`config.mk`:
```
export PLATFORM = sky130hd
export DESIGN_NAME = lnl_pattern_selector
export DESIGN_NICKNAME = d
export VERILOG_FILES = /design/src/rtl/lnl_pattern_selector.sv
export SDC_FILE = /design/constraint.sdc
export NUM_CORES = 1
export LEC_CHECK = 0
export BUFFER_PORTS_ARGS = -buffer_cell sky130_fd_sc_hd__buf_2
export CORE_MARGIN = 3
export CORE_UTILIZATION = 50
export CTS_CLUSTER_DIAMETER = 40
export CTS_CLUSTER_SIZE = 24
export DETAILED_ROUTE_END_ITERATION = 8
export PLACE_DENSITY_LB_ADDON = 0.05
export SETUP_SLACK_MARGIN = 0.2
export SYNTH_ARGS = -nofsm -noshare
export SYNTH_HDL_FRONTEND = slang
export SYNTH_SLANG_ARGS = --single-unit
```
`constraint.sdc`:
```
create_clock -name clk -period 2.7 [get_ports clk]
set_clock_uncertainty 0.2 [all_clocks]
set_input_delay 0.405 -clock clk [delete_from_list [all_inputs] [get_ports clk]]
set_output_delay 0.405 -clock clk [all_outputs]
set_load 0.01 [all_outputs]
```
`src/rtl/lnl_pattern_selector.sv`:
```
// LED pattern selector: debounced buttons latch one of CHANNEL_COUNT pattern channels onto the LED bank.
// Define LNL_AUTO_CYCLE_EN to make the latched channel auto-advance every AUTO_TICKS ticks while running.
module lnl_pattern_selector #(
  parameter int CHANNEL_COUNT = 4,
  parameter int LED_COUNT     = 4,
  parameter int DELAY         = 24,
  parameter int DEBOUNCE      = 16,
  parameter int AUTO_TICKS    = 8
) (
  input  logic                               clk,
  input  logic                               rst,
  input  logic [CHANNEL_COUNT-1:0]           btns,
  input  logic [CHANNEL_COUNT*LED_COUNT-1:0] ch_leds,
  output logic [LED_COUNT-1:0]               leds,
  output logic [CHANNEL_COUNT-1:0]           active_ch,
  output logic                               fault
);
  // state   | meaning
  // S_IDLE  | nothing latched, LEDs all on
  // S_RUN   | latched channel drives the LEDs
  // S_FAULT | two or more buttons held, alternating pattern paced by tick

  localparam int SEL_W = $clog2(CHANNEL_COUNT);
  localparam int CNT_W = $clog2(DEBOUNCE + 1);

  if (CHANNEL_COUNT < 2 || LED_COUNT < 2 || DEBOUNCE < 2 || DELAY < 1 || AUTO_TICKS < 1) begin : g_param_check
    $error("lnl_pattern_selector: parameter out of range");
  end

  typedef enum logic [1:0] {S_IDLE, S_RUN, S_FAULT} state_t;

  state_t                   state, state_next;
  logic [SEL_W-1:0]         sel, sel_next, rise_idx;
  logic [CHANNEL_COUNT-1:0] sync1, sync2, db, db_q, rise;
  logic [CNT_W-1:0]         db_cnt [CHANNEL_COUNT];
  logic [DELAY-1:0]         tick_cnt;
  logic                     tick, phase, multi, rise_any;
  logic [LED_COUNT-1:0]     alt, leds_next;

  // A level flips only after DEBOUNCE+1 consecutive differing samples, so db moves
  // DEBOUNCE+2 edges after the raw change is first sampled.
  always_ff @(posedge clk) begin
    if (rst) begin
      sync1 <= '0;
      sync2 <= '0;
      db    <= '0;
      db_q  <= '0;
      for (int i = 0; i < CHANNEL_COUNT; i++) db_cnt[i] <= '0;
    end else begin
      sync1 <= btns;
      sync2 <= sync1;
      db_q  <= db;
      for (int i = 0; i < CHANNEL_COUNT; i++) begin
        if (sync2[i] == db[i]) begin
          db_cnt[i] <= '0;
        end else if (db_cnt[i] == CNT_W'(DEBOUNCE)) begin
          db[i]     <= ~db[i];
          db_cnt[i] <= '0;
        end else begin
          db_cnt[i] <= db_cnt[i] + CNT_W'(1);
        end
      end
    end
  end

  assign rise     = db & ~db_q;
  assign rise_any = |rise;
  assign multi    = $countones(db) >= 2;
  assign tick     = &tick_cnt;

  always_comb begin
    rise_idx = '0;
    for (int i = 0; i < CHANNEL_COUNT; i++)
      if (rise[i]) rise_idx = SEL_W'(i);
  end

  always_comb begin
    for (int j = 0; j < LED_COUNT; j++)
      alt[j] = (j % 2 == 0) ? ~phase : phase;
  end

  always_ff @(posedge clk) begin
    if (rst) begin
      tick_cnt <= '0;
      phase    <= 1'b0;
    end else begin
      tick_cnt <= tick_cnt + DELAY'(1);
      phase    <= phase ^ tick;
    end
  end

`ifdef LNL_AUTO_CYCLE_EN
  localparam int AUTO_W = $clog2(AUTO_TICKS + 1);
  logic [AUTO_W-1:0] auto_cnt;
  logic              auto_adv;

  assign auto_adv = (state == S_RUN) && !multi && !rise_any && tick &&
                    (auto_cnt == AUTO_W'(AUTO_TICKS - 1));

  always_ff @(posedge clk) begin
    if (rst || state != S_RUN || state_next != S_RUN || rise_any || auto_adv)
      auto_cnt <= '0;
    else if (tick)
      auto_cnt <= auto_cnt + AUTO_W'(1);
  end
`endif

  always_comb begin
    state_next = state;
    sel_next   = sel;
    if (multi) begin
      state_next = S_FAULT;
    end else begin
      case (state)
        S_FAULT: if (db == '0) state_next = S_IDLE;
        S_IDLE: begin
          if (rise_any) begin
            state_next = S_RUN;
            sel_next   = rise_idx;
          end
        end
        S_RUN: begin
          if (rise_any) begin
            if (rise_idx == sel) state_next = S_IDLE;
            else                 sel_next   = rise_idx;
          end
`ifdef LNL_AUTO_CYCLE_EN
          else if (auto_adv) begin
            sel_next = (sel == SEL_W'(CHANNEL_COUNT - 1)) ? '0 : sel + SEL_W'(1);
          end
`endif
        end
        default: state_next = S_IDLE;
      endcase
    end
  end

  always_comb begin
    leds_next = '1;
    case (state)
      S_RUN:   leds_next = ch_leds[int'(sel)*LED_COUNT +: LED_COUNT];
      S_FAULT: leds_next = alt;
      default: leds_next = '1;
    endcase
  end

  always_ff @(posedge clk) begin
    if (rst) begin
      state     <= S_IDLE;
      sel       <= '0;
      leds      <= '1;
      active_ch <= '0;
      fault     <= 1'b0;
    end else begin
      state     <= state_next;
      sel       <= sel_next;
      leds      <= leds_next;
      fault     <= (state_next == S_FAULT);
      active_ch <= (state_next == S_RUN) ? (CHANNEL_COUNT'(1) << sel_next) : '0;
    end
  end
endmodule
```
== After elaboration in Yosys (flattened, before gate mapping) ==
Memory sizes are Yosys's and may differ from the RTL's.
Index checks and enable logic that the tools add are counted.
Word-level totals
  latch bits: 0
  bits in read-only memories: 0
  word-level logic and storage cells: 146
  output and inout port bits: 9
  bits in writable memories: 20
  memories: 1
  register bits after elaboration: 54
Memories
  db_cnt: depth 4, bits a word 5, read ports 4, clocked after Yosys merged registers in 0, wr ports 4, RTL line 35  | logic [CNT_W-1:0] db_cnt [CHANNEL_COUNT];
Operators by class
  reductions and logical operators: 9
  multiplexer cells: 73
  multipliers: 0
  eq/ne operators: 13
  shift-type cells: 2
  magnitude comparators: 1
  bitwise operators: 25
  div/mod/pow operators: 0
  $add $sub $neg: 8
Operators with widths (number)
  5-bit two-way mux: 12
  1-bit two-way mux: 47
  24-bit by 1-bit adder with 24-bit output, second input constant: 1
  24-bit AND reduction: 1
  2-bit two-way mux: 11
  5-bit by 1-bit adder with 5-bit output, second input constant: 4
  5-bit == test, second input constant: 4
  16-bit by 5-bit indexed part select with 4-bit output: 1
  1-bit OR: 12
  1-bit NOT: 10
  4-bit case mux with 2 select lines: 1
  2-bit AND reduction: 4
  2-bit case mux with 3 select lines: 1
  1-bit by 1-bit adder with 2-bit output: 2
  4-bit bitwise AND: 1
  1-bit == test: 4
  2-bit by 1-bit == test with 1-bit output, second input constant: 2
  2-bit == test, second input constant: 2
  4-bit logical NOT: 1
  4-bit NOT: 1
  2-bit case mux with 2 select lines: 1
  4-bit OR reduction: 1
  1-bit by 2-bit left shift with 4-bit output, first input constant: 1
  2-bit by 2-bit adder with 3-bit output: 1
  5 further kinds: 5

== Longest topological paths before layout ==
Gate-level depths: netlist of run 1.
  word-level depth: 13
  gate-level depth with buffers: 8
  depth with buffers taken out: 8

== Worst setup path before layout of run 1 ==
OpenSTA, ideal clock, no wires.
  path type: register to register
  start: register db[0]
  end: register active_ch[1]
  cell stages (with the launch flop): 9
  data required time: 2.404 ns
  arrival time: 1.924 ns
  slack: 0.480 ns
  cell sequence: dfxtp_1 inv_1 fa_1 nand2b_1 o211ai_1 a21o_1 a21oi_1 inv_1 nor4b_1
Between the ends
  word-level cells in the longest chain between the ends: 8
Ends and longest elaborated chain
  start, declared: RTL line 34  | logic [CHANNEL_COUNT-1:0] sync1, sync2, db, db_q, rise;
  start signal, assigned by index: RTL line 57  | db[i] <= ~db[i];
  branches (longest 8 deep; another with 2-bit by 2-bit adder with 3-bit output)
  end signal, assigned: RTL line 159  | active_ch <= (state_next == S_RUN) ? (CHANNEL_COUNT'(1) << sel_next) : '0;
  end, declared: RTL line 15  | output logic [CHANNEL_COUNT-1:0] active_ch,
Several ways; the timed one is not identified.
A chain may end at the register's enable or synchronous reset.

== Worst setup path in the final report of run 1 ==
  start: register db[1]
  end: register active_ch[1]
Between the ends
  word-level cells in the longest chain between the ends: 12
Ends and longest elaborated chain
  4-bit bitwise AND: RTL line 66  | assign rise = db & ~db_q;
  1-bit two-way mux: RTL line 74  | if (rise[i]) rise_idx = SEL_W'(i);
  2-bit two-way mux (2 in a row): RTL line 74
  2-bit == test: RTL line 124  | if (rise_idx == sel) state_next = S_IDLE;
  2-bit two-way mux: RTL line 124
  2-bit two-way mux: RTL line 123  | if (rise_any) begin
  2-bit case mux with 3 select lines: RTL line 114  | case (state)
  2-bit two-way mux: RTL line 111  | if (multi) begin
  2-bit by 1-bit == test with 1-bit output: RTL line 159
  1-bit NOT (no line)
  2-bit OR reduction (no line)
Parallel ways exist; a longest one is shown, timed or not.

==> qor.csv, run 1 <==
stage,metric,value,unit
run_status,status,"finished, final reports clean",
worst_setup_path,worstReg2RegEnd,active_ch[1],
clock_tree,clk_latency,0.34,ns
worst_setup_path,crit_chain,inv_1 > fa_1 > nand2b_1 > o211ai_1 > a21o_1 > a21oi_2 > inv_1 > nor4b_1,
clock_tree,cts_root_buf,clkbuf_8,
clock_tree,clk_pin_slew_worst_paths,0.08,ns
global_route,grt.busiest_layer,met2,
global_route,grt_use_met2,25.2,%
worst_setup_path,cpMostUsedCell,inv_1,
finish,stdcell_count,472,
detailed_routing,detail-route-antenna-nets,0,
clock_tree,cts_buffers,9,
yosys,synth.area.top_cells,"dfxtp_1 (33%), edfxtp_1 (18%), nor2_1 (6.7%)",
finish,drive_above_1_share,13.2,%
global_route,grt_use_total,15.3,%
timing,finalSetupViolCount,0,
finish,multi_input_area,1600,um^2
worst_setup_path,reg2reg_from,db[1],
finish,final_cell_mix,"nor2_1 (59), dfxtp_1 (54), buf_2 (30)",
timing,max_freq,420,MHz
detailed_routing,drtPass1Iterations,4,
clock_tree,cts.path.max_buffers,2,
power,ir_drop,0.350,mV
yosys,avgSynthCellArea,9.86,um^2
clock_tree,htree_levels,3,
detailed_routing,via_per_inst,4.99,
floorplan,die_area,7640,um^2
worst_setup_path,slowest_delay,0.50,ns
global_route,grtUsageMet3,3.31,%
timing,finalHoldViolations,0,
floorplan,initial_utilization,51.9,%
yosys,synth_mux_area_share,3.32,%
job,max-cap-violations,0,
clock_tree,cts_tree,done,
clock_tree,clock_sink_count,74,
power,switching_share,21.1,%
yosys,yosysTopAreaCell,dfxtp_1,
yosys,synth_cells,336,
placed_design,io_buffers,30,
floorplan,rows,29,
worst_setup_path,critical-path-top-delay-family,compound AO/OA/AOI/OAI gates,
worst_setup_path,crit_required,2.74,ns
timing,relSlewSlack,65.3,%
power,clkPwrFrac,42.2,%
clock_tree,post_cts.repair.setup_buffers,0,
detailed_routing,drtIter0Drc,59,
finish,syn_to_final_growth,15.7,%
placed_design,placed_cells,456,
placed_design,place.detailed.hpwl,3950,um
yosys,synth-compound-area-share,4.38,%
worst_setup_path,cp_max_fo,5,
power,power_frac_comb,4.5,%
worst_setup_path,critPathKind,flip-flop to flip-flop,
global_route,grt_max_degree,32,
yosys,synth_fa_ha_area_share,5.89,%
detailed_routing,detail_route.wl_per_cell,11.6,um
floorplan,coreArea,6390,um^2
yosys,yosysUniqueCellTypes,36,
worst_setup_path,reg2regPathDepth,8,
yosys,synth_simple_gate_area_share,22.8,%
worst_setup_path,cpMaxStageDelayCell,fa_1,
worst_setup_path,start_kind,flip-flop,
worst_setup_path,critical_path_buf_inv_count,2,
finish,utilization,60.1,%
global_route,antenna_found_initial,0,
timing,hold_slack,0.0805,ns
floorplan,die_h,87.4,um
detailed_routing,drt-total-wl,5470,um
yosys,ys_ff_latch,74,
worst_setup_path,worstSetupEndpointType,flip-flop,
global_route,grt-ovfl-total,0,
yosys,synthXorXnorAreaFrac,9.51,%
power,power.density,578,nW/um^2
worst_hold_path,worstHoldEndpoint,sync1[0],
detailed_routing,drcViolationCount,0,
worst_hold_path,holdCritStartpoint,btns[0],
yosys,synth_top_area_share,32.6,%
worst_setup_path,rrSetupSlack,0.32,ns
finish,fill_cells,577,
yosys,synth_top_family_by_area,simple AND/OR/NAND/NOR gates,
worst_hold_path,min_delay_path_depth,2,
timing,slew_violations,0,
global_route,grt.met1_usage,17.8,%
finish,antenna_cells,0,
detailed_routing,via_count,2355,
placed_design,gp_congestion,0.844,
global_route,grt_pass1_wl,9080,um
timing,tightest_slew,0.513,ns
finish,fin_nets,427,
power,cellLeakagePower,1.51,nW
power,seq_power_share,53.3,%
timing,grt_setup_unrepaired,true,
yosys,ys_warn_count,0,
finish,final_common_cell,nor2_1,
global_route,grt_pass1_vias,2179,
yosys,syn_area,3310,um^2
worst_setup_path,cp.arrival,2.42,ns
power,power.internal,1.75,mW
finish,seqCellArea,1680,um^2
timing,tns,0,ns
timing,period_needed,2.38,ns
yosys,ys_seq_area_share,50.7,%
power,p_sw,0.469,mW
worst_hold_path,hold_path.class,primary input to flip-flop,
floorplan,die_x,87.4,um
floorplan,io_pins,31,
timing,period_share,88.2,%
## cell families (layout without fill, tap and decap cells)
kind of cell / Yosys count / count (layout)
and+or+nand+nor: 151 / 151
DFF: 74 / 74
xor gates and xnor gates: 36 / 36
buffers and inverters: 29 / 69
AOI/OAI and AO/OA: 24 / 24
adders and majority gates: 15 / 15
muxes: 6 / 6
other: 1 / 20
## power by group through the flow
stage	Clock, mW	Sequential [mW]	Combinational (mW)
6_report	0.935	1.18	0.0996
5_1_grt	1.01	1.19	0.114
4_1_cts	0.966	1.18	0.0999
3_5_place_dp	0	1.21	0.0992
3_3_place_gp	0	1.21	0.0976
2_1_floorplan	0	1.20	0.0686
## per-layer routing
| layer | vias to the layer above | part of all wire [%] | wire [um] |
|---|---|---|---|
| met1 | 1075 | 46 | 2530 |
| met3 | 13 | 5.0 | 271 |
| met4 | 0 | 2.7 | 146 |
| met2 | 51 | 46 | 2520 |
| met5 | - | 0 | 0 |
| li1 | 1216 | - | - |
## worst reg2reg max path, stage by stage, from the launching register on
cell,delay (ns)
dfxtp_1,0.41
inv_1,0.11
fa_1,0.50
nand2b_1,0.14
o211ai_1,0.15
a21o_1,0.19
a21oi_2,0.21
inv_1,0.08
nor4b_1,0.28
## cells in the mapped netlist
cell,count
inv_1,22
o31a_1,1
and3_1,3
nand3_1,18
nor4b_1,3
nor4_1,2
conb_1,1
a21o_1,2
dfxtp_1,54
nor2b_2,1
xor2_1,22
ha_1,14
nor2b_1,12
nand2_1,22
o21ai_0,6
and4_1,3
nor4b_2,1
or3b_1,1
mux4_2,4
fa_1,1
nand2b_1,5
nand4_1,5
and2_1,2
nor3_1,4
xnor2_1,14
o211ai_1,1
nor2_1,59
mux2i_1,2
clkbuf_1,7
edfxtp_1,20
o22a_1,1
a21oi_1,11
nor4bb_1,3
a2111oi_0,1
or3_1,7
o2111a_1,1
## area by class of cell
| cell class | count | share of cell area, % |
|---|---|---|
| multi-input combinational | 252 | 41.7 |
| clock buffer | 10 | 3.59 |
| tap | 77 | 2.51 |
| clock inverter | 6 | 2.09 |
| timing repair buffer | 31 | 4.11 |
| sequential | 74 | 43.8 |
| inverter | 22 | 2.15 |
## state kept, by name, summed over array words and instances (netlist names)
signal and count:
sync1 4, state 2, db_q 4, fault 1, leds 4, active_ch 4
phase 1, sel 2, db_cnt 20, tick_cnt 24, sync2 4, db 4
## metrics by stage
stage	setup WS (ns)	instance area [um^2]	power, mW
finish	0.318	3830	2.22
global route	0.146	3830	2.31
CTS	0.243	3830	2.25
detailed placement	0.275	3610	1.31
global placement	0.357	3610	1.31
floorplan	0.480	3390	1.27
## how the worst max path moves through the flow
| stage | slack [ns] | startpoint | endpoint | depth (start not counted) |
|---|---|---|---|---|
| floorplan | 0.48 | db[0] | active_ch[1] | 8 |
| global placement | 0.36 | db[1] | active_ch[1] | 8 |
| detailed placement | 0.27 | db[1] | active_ch[1] | 8 |
| CTS | 0.24 | db[1] | active_ch[1] | 8 |
| global route | 0.15 | db[1] | active_ch[3] | 7 |
| finish | 0.32 | db[1] | active_ch[1] | 8 |
## repair_timing
item                       4_1_cts  5_1_grt
setup endpoints to repair        0        3
hold buffers                     0        0
gates resized for setup          0        1
(Power assumes the default switching activity.)
==> inputs of run 2 (changes only) <==
CORE_UTILIZATION = 58   (was 50)
SLEW_MARGIN = 20   (was not set)
==> run 2 against run 1 <==
Compared with the run above:
- maximum frequency up 0.72%
- count of clock-buffer cells in the layout up 6
- non-clock buffer count unchanged
- critical path depth unchanged
- utilization up 12 points
- clock power down 20%
- global-route usage up 2.6 points
- sequential cell count unchanged
- via count down 0.55%
- power down 8.4%
- highest routed layer unchanged
==> qor.csv, run 2 (same netlist as run 1, synthesis figures left out) <==
stage,metric,value,unit,change
worst_hold_path,holdCritStartpoint,btns[1],,
power,total_power,2.03,mW,-8.4%
power,ir_drop,0.319,mV,-8.9%
floorplan,die_x,81.6,um,-6.7%
detailed_routing,drtPass1Iterations,4,,unchanged
clock_tree,clock_sink_count,74,,unchanged
floorplan,die_h,81.6,um,-6.7%
finish,antenna_cells,0,,unchanged
timing,tns,0,ns,unchanged
detailed_routing,detail-route-antenna-nets,0,,unchanged
worst_setup_path,cp_max_fo,4,,-1
finish,reg.largest.list,"tick_cnt: 24 flops, db_cnt: 20 flops",,
clock_tree,cts.path.max_buffers,2,,unchanged
detailed_routing,drtIter0Drc,103,,+75%
worst_setup_path,cp.arrival,2.41,ns,about the same
clock_tree,post_cts.repair.setup_buffers,0,,unchanged
worst_hold_path,min_delay_path_depth,2,,unchanged
power,power.density,534,nW/um^2,-7.6%
worst_setup_path,worstSetupEndpointType,flip-flop,,
timing,period_share,87.6,%,-0.63 points
finish,syn_to_final_growth,14.7,%,
placed_design,place.detailed.hpwl,3960,um,+0.21%
clock_tree,cts_tree,done,,
clock_tree,cts_root_buf,clkbuf_8,,
worst_setup_path,cpMostUsedCell,inv_1,,
timing,period_needed,2.36,ns,-0.0171 ns
placed_design,gp_congestion,0.850,,+0.68%
detailed_routing,drcViolationCount,0,,unchanged
finish,utilization,71.7,%,+12 points
finish,drive_above_1_share,13.4,%,+0.25 points
clock_tree,clk_pin_slew_worst_paths,0.07,ns,about the same
floorplan,coreArea,5300,um^2,-17%
worst_setup_path,cpMaxStageDelayCell,fa_1,,
finish,final_common_cell,nor2_1,,
global_route,grt_use_total,17.9,%,+2.6 points
timing,slew_violations,0,,unchanged
clock_tree,clk_latency,0.33,ns,about the same
worst_setup_path,rrSetupSlack,0.34,ns,+0.02 ns
worst_setup_path,reg2regPathDepth,8,,unchanged
worst_setup_path,crit_required,2.74,ns,about the same
detailed_routing,drt-total-wl,5570,um,+1.7%
timing,finalHoldViolations,0,,unchanged
global_route,grt-ovfl-total,0,,unchanged
timing,tightest_slew,0.603,ns,+0.0899 ns
finish,final_cell_mix,"nor2_1 (59), dfxtp_1 (52), buf_2 (30)",,
worst_setup_path,reg2reg_from,db[0],,
worst_setup_path,critPathKind,flip-flop to flip-flop,,
placed_design,io_buffers,30,,unchanged
clock_tree,htree_levels,3,,unchanged
global_route,antenna_found_initial,0,,unchanged
finish,top_register,tick_cnt,,
floorplan,die_area,6660,um^2,-13%
timing,relSlewSlack,59.8,%,-5.5 points
worst_setup_path,start_kind,flip-flop,,
finish,fin_nets,427,,unchanged
detailed_routing,via_per_inst,5.04,,+0.95%
worst_setup_path,slowest_delay,0.54,ns,+0.04 ns
worst_hold_path,worstHoldEndpoint,sync1[1],,
timing,finalSetupViolCount,0,,unchanged
finish,fill_cells,422,,-27%
finish,largest_register_ff_count,24,,unchanged
timing,max_freq,423,MHz,+0.72%
global_route,grt_pass1_wl,9220,um,+1.5%
power,cellLeakagePower,1.49,nW,-1.2%
detailed_routing,detail_route.wl_per_cell,12.0,um,+3.2%
clock_tree,ctsHoldBuffers,0,,unchanged
floorplan,rows,26,,-10%
worst_setup_path,worstReg2RegEnd,active_ch[1],,
floorplan,io_pins,31,,unchanged
detailed_routing,via_count,2342,,-0.55%
clock_tree,cts_buffers,9,,unchanged
run_status,status,"finished, final reports clean",,
clock_tree,cts_resized,0,,unchanged
global_route,grt_pass1_vias,2238,,+2.7%
worst_setup_path,crit_chain,inv_1 > fa_1 > nand2b_1 > o211ai_1 > a21o_1 > a21oi_4 > inv_1 > nor4b_1,,
floorplan,initial_utilization,62.5,%,+11 points
job,max-cap-violations,0,,unchanged
worst_hold_path,hold_path.class,primary input to flip-flop,,
timing,grt_setup_unrepaired,false,,
global_route,grt_max_degree,34,,+6.3%
[run 2: layer usage]
layer	part of all wire (%)	global-route usage, %	vias up
met2	45	30.5	46
li1	-	-	1220
met1	47	20.8	1066
met5	0	0	-
met3	5.4	4.17	10
met4	2.2	10.1	0
[run 2: layout make-up]
| type | count | area [um^2] | share of cell area [%] |
|---|---|---|---|
| multi-input combinational | 252 | 1620 | 42.6 |
| timing repair buffer | 31 | 158 | 4.15 |
| inverter | 22 | 82.6 | 2.17 |
| clock buffer | 16 | 170 | 4.48 |
| tap | 70 | 87.6 | 2.30 |
| sequential | 74 | 1680 | 44.3 |
[run 2: power by group]
| group | switching [mW] | internal, mW |
|---|---|---|
| combinational | 0.0542 | 0.0476 |
| sequential | 0.0188 | 1.16 |
| clock | 0.358 | 0.387 |
| total | 0.432 | 1.60 |
[run 2: how the worst max path moves through the flow]
stage | slack, ns | start | endpoint
floorplan | 0.48 | db[0] | active_ch[1]
global placement | 0.37 | db[1] | active_ch[1]
detailed placement | 0.27 | db[0] | active_ch[1]
CTS | 0.24 | db[0] | active_ch[1]
global route | 0.19 | db[0] | active_ch[2]
finish | 0.34 | db[0] | active_ch[1]
[run 2: per-stage QoR]
stage	instances	cell area [um^2]	setup slack, ns	hold WS (ns)
2_1_floorplan	355	3390	0.480	0.198
4_1_cts	465	3770	0.243	0.0719
6_report	465	3800	0.335	0.0870
5_1_grt	465	3800	0.188	0.0736
3_5_place_dp	449	3600	0.266	0.222
3_3_place_gp	449	3600	0.368	0.213
[run 2: worst max-delay path, delay by kind of cell, from the launching register on]
| kind | cells | cell delay [ns] |
|---|---|---|
| adders and majority gates | 1 | 0.54 |
| and+or+nand+nor | 2 | 0.42 |
| AOI/OAI and AO/OA | 3 | 0.58 |
| buffers and inverters | 2 | 0.18 |
| DFF | 1 | 0.35 |
==> inputs of run 3 (changes only) <==
RECOVER_POWER = 100   (was not set)
REMOVE_ABC_BUFFERS = 1   (was not set)
==> run 3 against run 2 <==
Compared with the run above:
- clock power up 41%
- sequential cell count did not move
- combinational power is essentially flat
- sequential share of layout area shrank 0.75 points
- worst setup slack improved by 0.0042 ns
- worst hold slack worse by 0.030 ns
- power increased by 15%
- non-clock buffer count increased by 1
- critical path type unchanged
==> qor.csv, run 3 (same netlist as run 1, synthesis figures left out) <==
stage,metric,value,unit,change
worst_hold_path,hold_path.class,primary input to flip-flop,,
power,power_frac_comb,4.3,%,-0.7 points
worst_setup_path,cpMostUsedCell,inv_1,,
power,seq_power_share,50.7,%,-7.6 points
run_status,status,"finished, final reports clean",,
global_route,grt_max_degree,24,,-29%
timing,max_freq,424,MHz,+0.18%
clock_tree,clk_pin_slew_worst_paths,0.08,ns,about the same
floorplan,io_pins,31,,unchanged
clock_tree,clk_latency,0.35,ns,+0.02 ns
global_route,grt_pass1_wl,9670,um,+4.9%
detailed_routing,drcViolationCount,0,,unchanged
clock_tree,cts.path.max_buffers,2,,unchanged
finish,largest_register_ff_count,24,,unchanged
finish,final_common_cell,nor2_1,,
timing,tightest_slew,0.999,ns,+0.396 ns
worst_setup_path,start_kind,flip-flop,,
worst_setup_path,critical-path-top-delay-family,adder cells,,
worst_setup_path,crit_chain,inv_1 > fa_1 > nand2b_1 > o211ai_1 > a21o_1 > a21oi_4 > inv_1 > nor4b_1,,
power,ir_drop,0.505,mV,+58%
power,power.density,604,nW/um^2,+13%
global_route,grt_use_total,19.2,%,+1.2 points
detailed_routing,detail-route-antenna-nets,0,,unchanged
global_route,grt-ovfl-total,0,,unchanged
floorplan,initial_utilization,62.5,%,unchanged
timing,slew_violations,0,,unchanged
finish,syn_to_final_growth,16.6,%,
detailed_routing,via_per_inst,5.00,,-0.81%
placed_design,placed_cells,450,,+0.22%
finish,final_cell_mix,"nor2_1 (59), dfxtp_1 (53), inv_1 (22), xor2_1 (22), nand2_1 (22)",,
placed_design,gp_congestion,0.805,,-5.3%
power,power.internal,1.85,mW,+16%
power,clkPwrFrac,45.0,%,+8.3 points
placed_design,io_buffers,30,,unchanged
placed_design,placed_area,3610,um^2,+0.21%
timing,final.setup.worst_slack,0.340,ns,+0.00419 ns
worst_setup_path,cp.arrival,2.42,ns,about the same
worst_setup_path,critPathKind,flip-flop to flip-flop,,
placed_design,place.detailed.hpwl,4110,um,+3.8%
finish,design_area,3860,um^2,+1.6%
power,total_power,2.33,mW,+15%
detailed_routing,drt-total-wl,5720,um,+2.8%
placed_design,place_ws,0.230,ns,-0.0352 ns
finish,stdcell_count,466,,+0.22%
floorplan,rows,26,,unchanged
global_route,grt_pass1_vias,2305,,+3.0%
timing,finalSetupViolCount,0,,unchanged
detailed_routing,drtPass1Iterations,4,,unchanged
clock_tree,ctsHoldBuffers,0,,unchanged
finish,top_register,tick_cnt,,
power,p_sw,0.485,mW,+12%
clock_tree,htree_levels,3,,unchanged
timing,period_needed,2.36,ns,-0.00419 ns
finish,antenna_cells,0,,unchanged
clock_tree,clock_sink_count,74,,unchanged
finish,drive_above_1_share,10.9,%,-2.6 points
clock_tree,cts_tree,done,,
finish,reg.largest.list,"tick_cnt: 24 flops, db_cnt: 20 flops",,
detailed_routing,drtIter0Drc,54,,-48%
worst_setup_path,critical_path_buf_inv_count,2,,unchanged
finish,fin_nets,428,,+0.23%
floorplan,coreArea,5300,um^2,unchanged
timing,tns,0,ns,unchanged
timing,relSlewSlack,33.4,%,-26 points
clock_tree,cts_root_buf,clkbuf_8,,
worst_setup_path,cp_max_fo,4,,unchanged
worst_setup_path,cpMaxStageDelayCell,fa_1,,
global_route,antenna_found_initial,0,,unchanged
floorplan,die_h,81.6,um,unchanged
worst_setup_path,worstSetupEndpointType,flip-flop,,
timing,grt_setup_unrepaired,false,,
floorplan,die_x,81.6,um,unchanged
worst_setup_path,crit_required,2.76,ns,+0.02 ns
detailed_routing,detail_route.wl_per_cell,12.3,um,+2.6%
timing,finalHoldViolations,0,,unchanged
power,cellLeakagePower,1.50,nW,+0.56%
timing,period_share,87.4,%,-0.16 points
job,max-cap-violations,0,,unchanged
detailed_routing,via_count,2328,,-0.60%
power,switching_share,20.8,%,-0.48 points
floorplan,die_area,6660,um^2,unchanged
worst_setup_path,slowest_delay,0.54,ns,about the same
clock_tree,cts_buffers,9,,unchanged
[run 3: cell count changes in the layout (fill, tap and decap cells not counted), sizes merged]
cell    change
clkbuf      +8
clkinv      +1
inv         +1
buf        -11
bufinv      +2
[run 3: metrics by stage]
stage | util [%] | hold WS, ns
2_1_floorplan | - | 0.198
3_3_place_gp | 68.1 | 0.213
3_5_place_dp | 68.1 | 0.225
4_1_cts | 72.9 | 0.0441
5_1_grt | 72.9 | 0.0578
6_report | 72.9 | 0.0575
[run 3: power groups by stage]
stage | sequential (mW) | clock [mW] | combinational [mW]
after floorplan | 1.20 | 0 | 0.0600
after global placement | 1.21 | 0 | 0.0971
after detailed placement | 1.21 | 0 | 0.0999
after CTS | 1.18 | 1.07 | 0.101
after global routing | 1.19 | 1.12 | 0.115
final | 1.18 | 1.05 | 0.100
[run 3: final timing paths]
| kind | cells past startpoint | from | to | slack (ns) |
|---|---|---|---|---|
| worst min register to register | 1 | tick_cnt[0] | tick_cnt[0] | 0.24 |
| worst min-delay path | 2 | btns[3] | sync1[3] | 0.06 |
| worst max register to register | 8 | db[0] | active_ch[1] | 0.34 |
| worst max-delay path | 8 | db[0] | active_ch[1] | 0.34 |
[run 3: timing repair]
action,4_1_cts,5_1_grt
resized for setup,0,6
hold endpoints to repair,0,0
setup buffers,0,0
setup endpoints to repair,0,3
[run 3: final cells by class]
cell class	instances	area [um^2]
sequential	74	1680
multi-input combinational	252	1610
fill	403	1440
clock buffer	12	178
timing repair buffer	32	145
tap	70	87.6
inverter	22	82.6
clock inverter	4	77.6
[run 3: metal layers]
layer | global-route usage [%] | share of wire [%]
met5 | 0 | 0
met1 | 21.9 | 45
met2 | 32.2 | 50
met3 | 6.80 | 3.5
met4 | 8.80 | 1.9
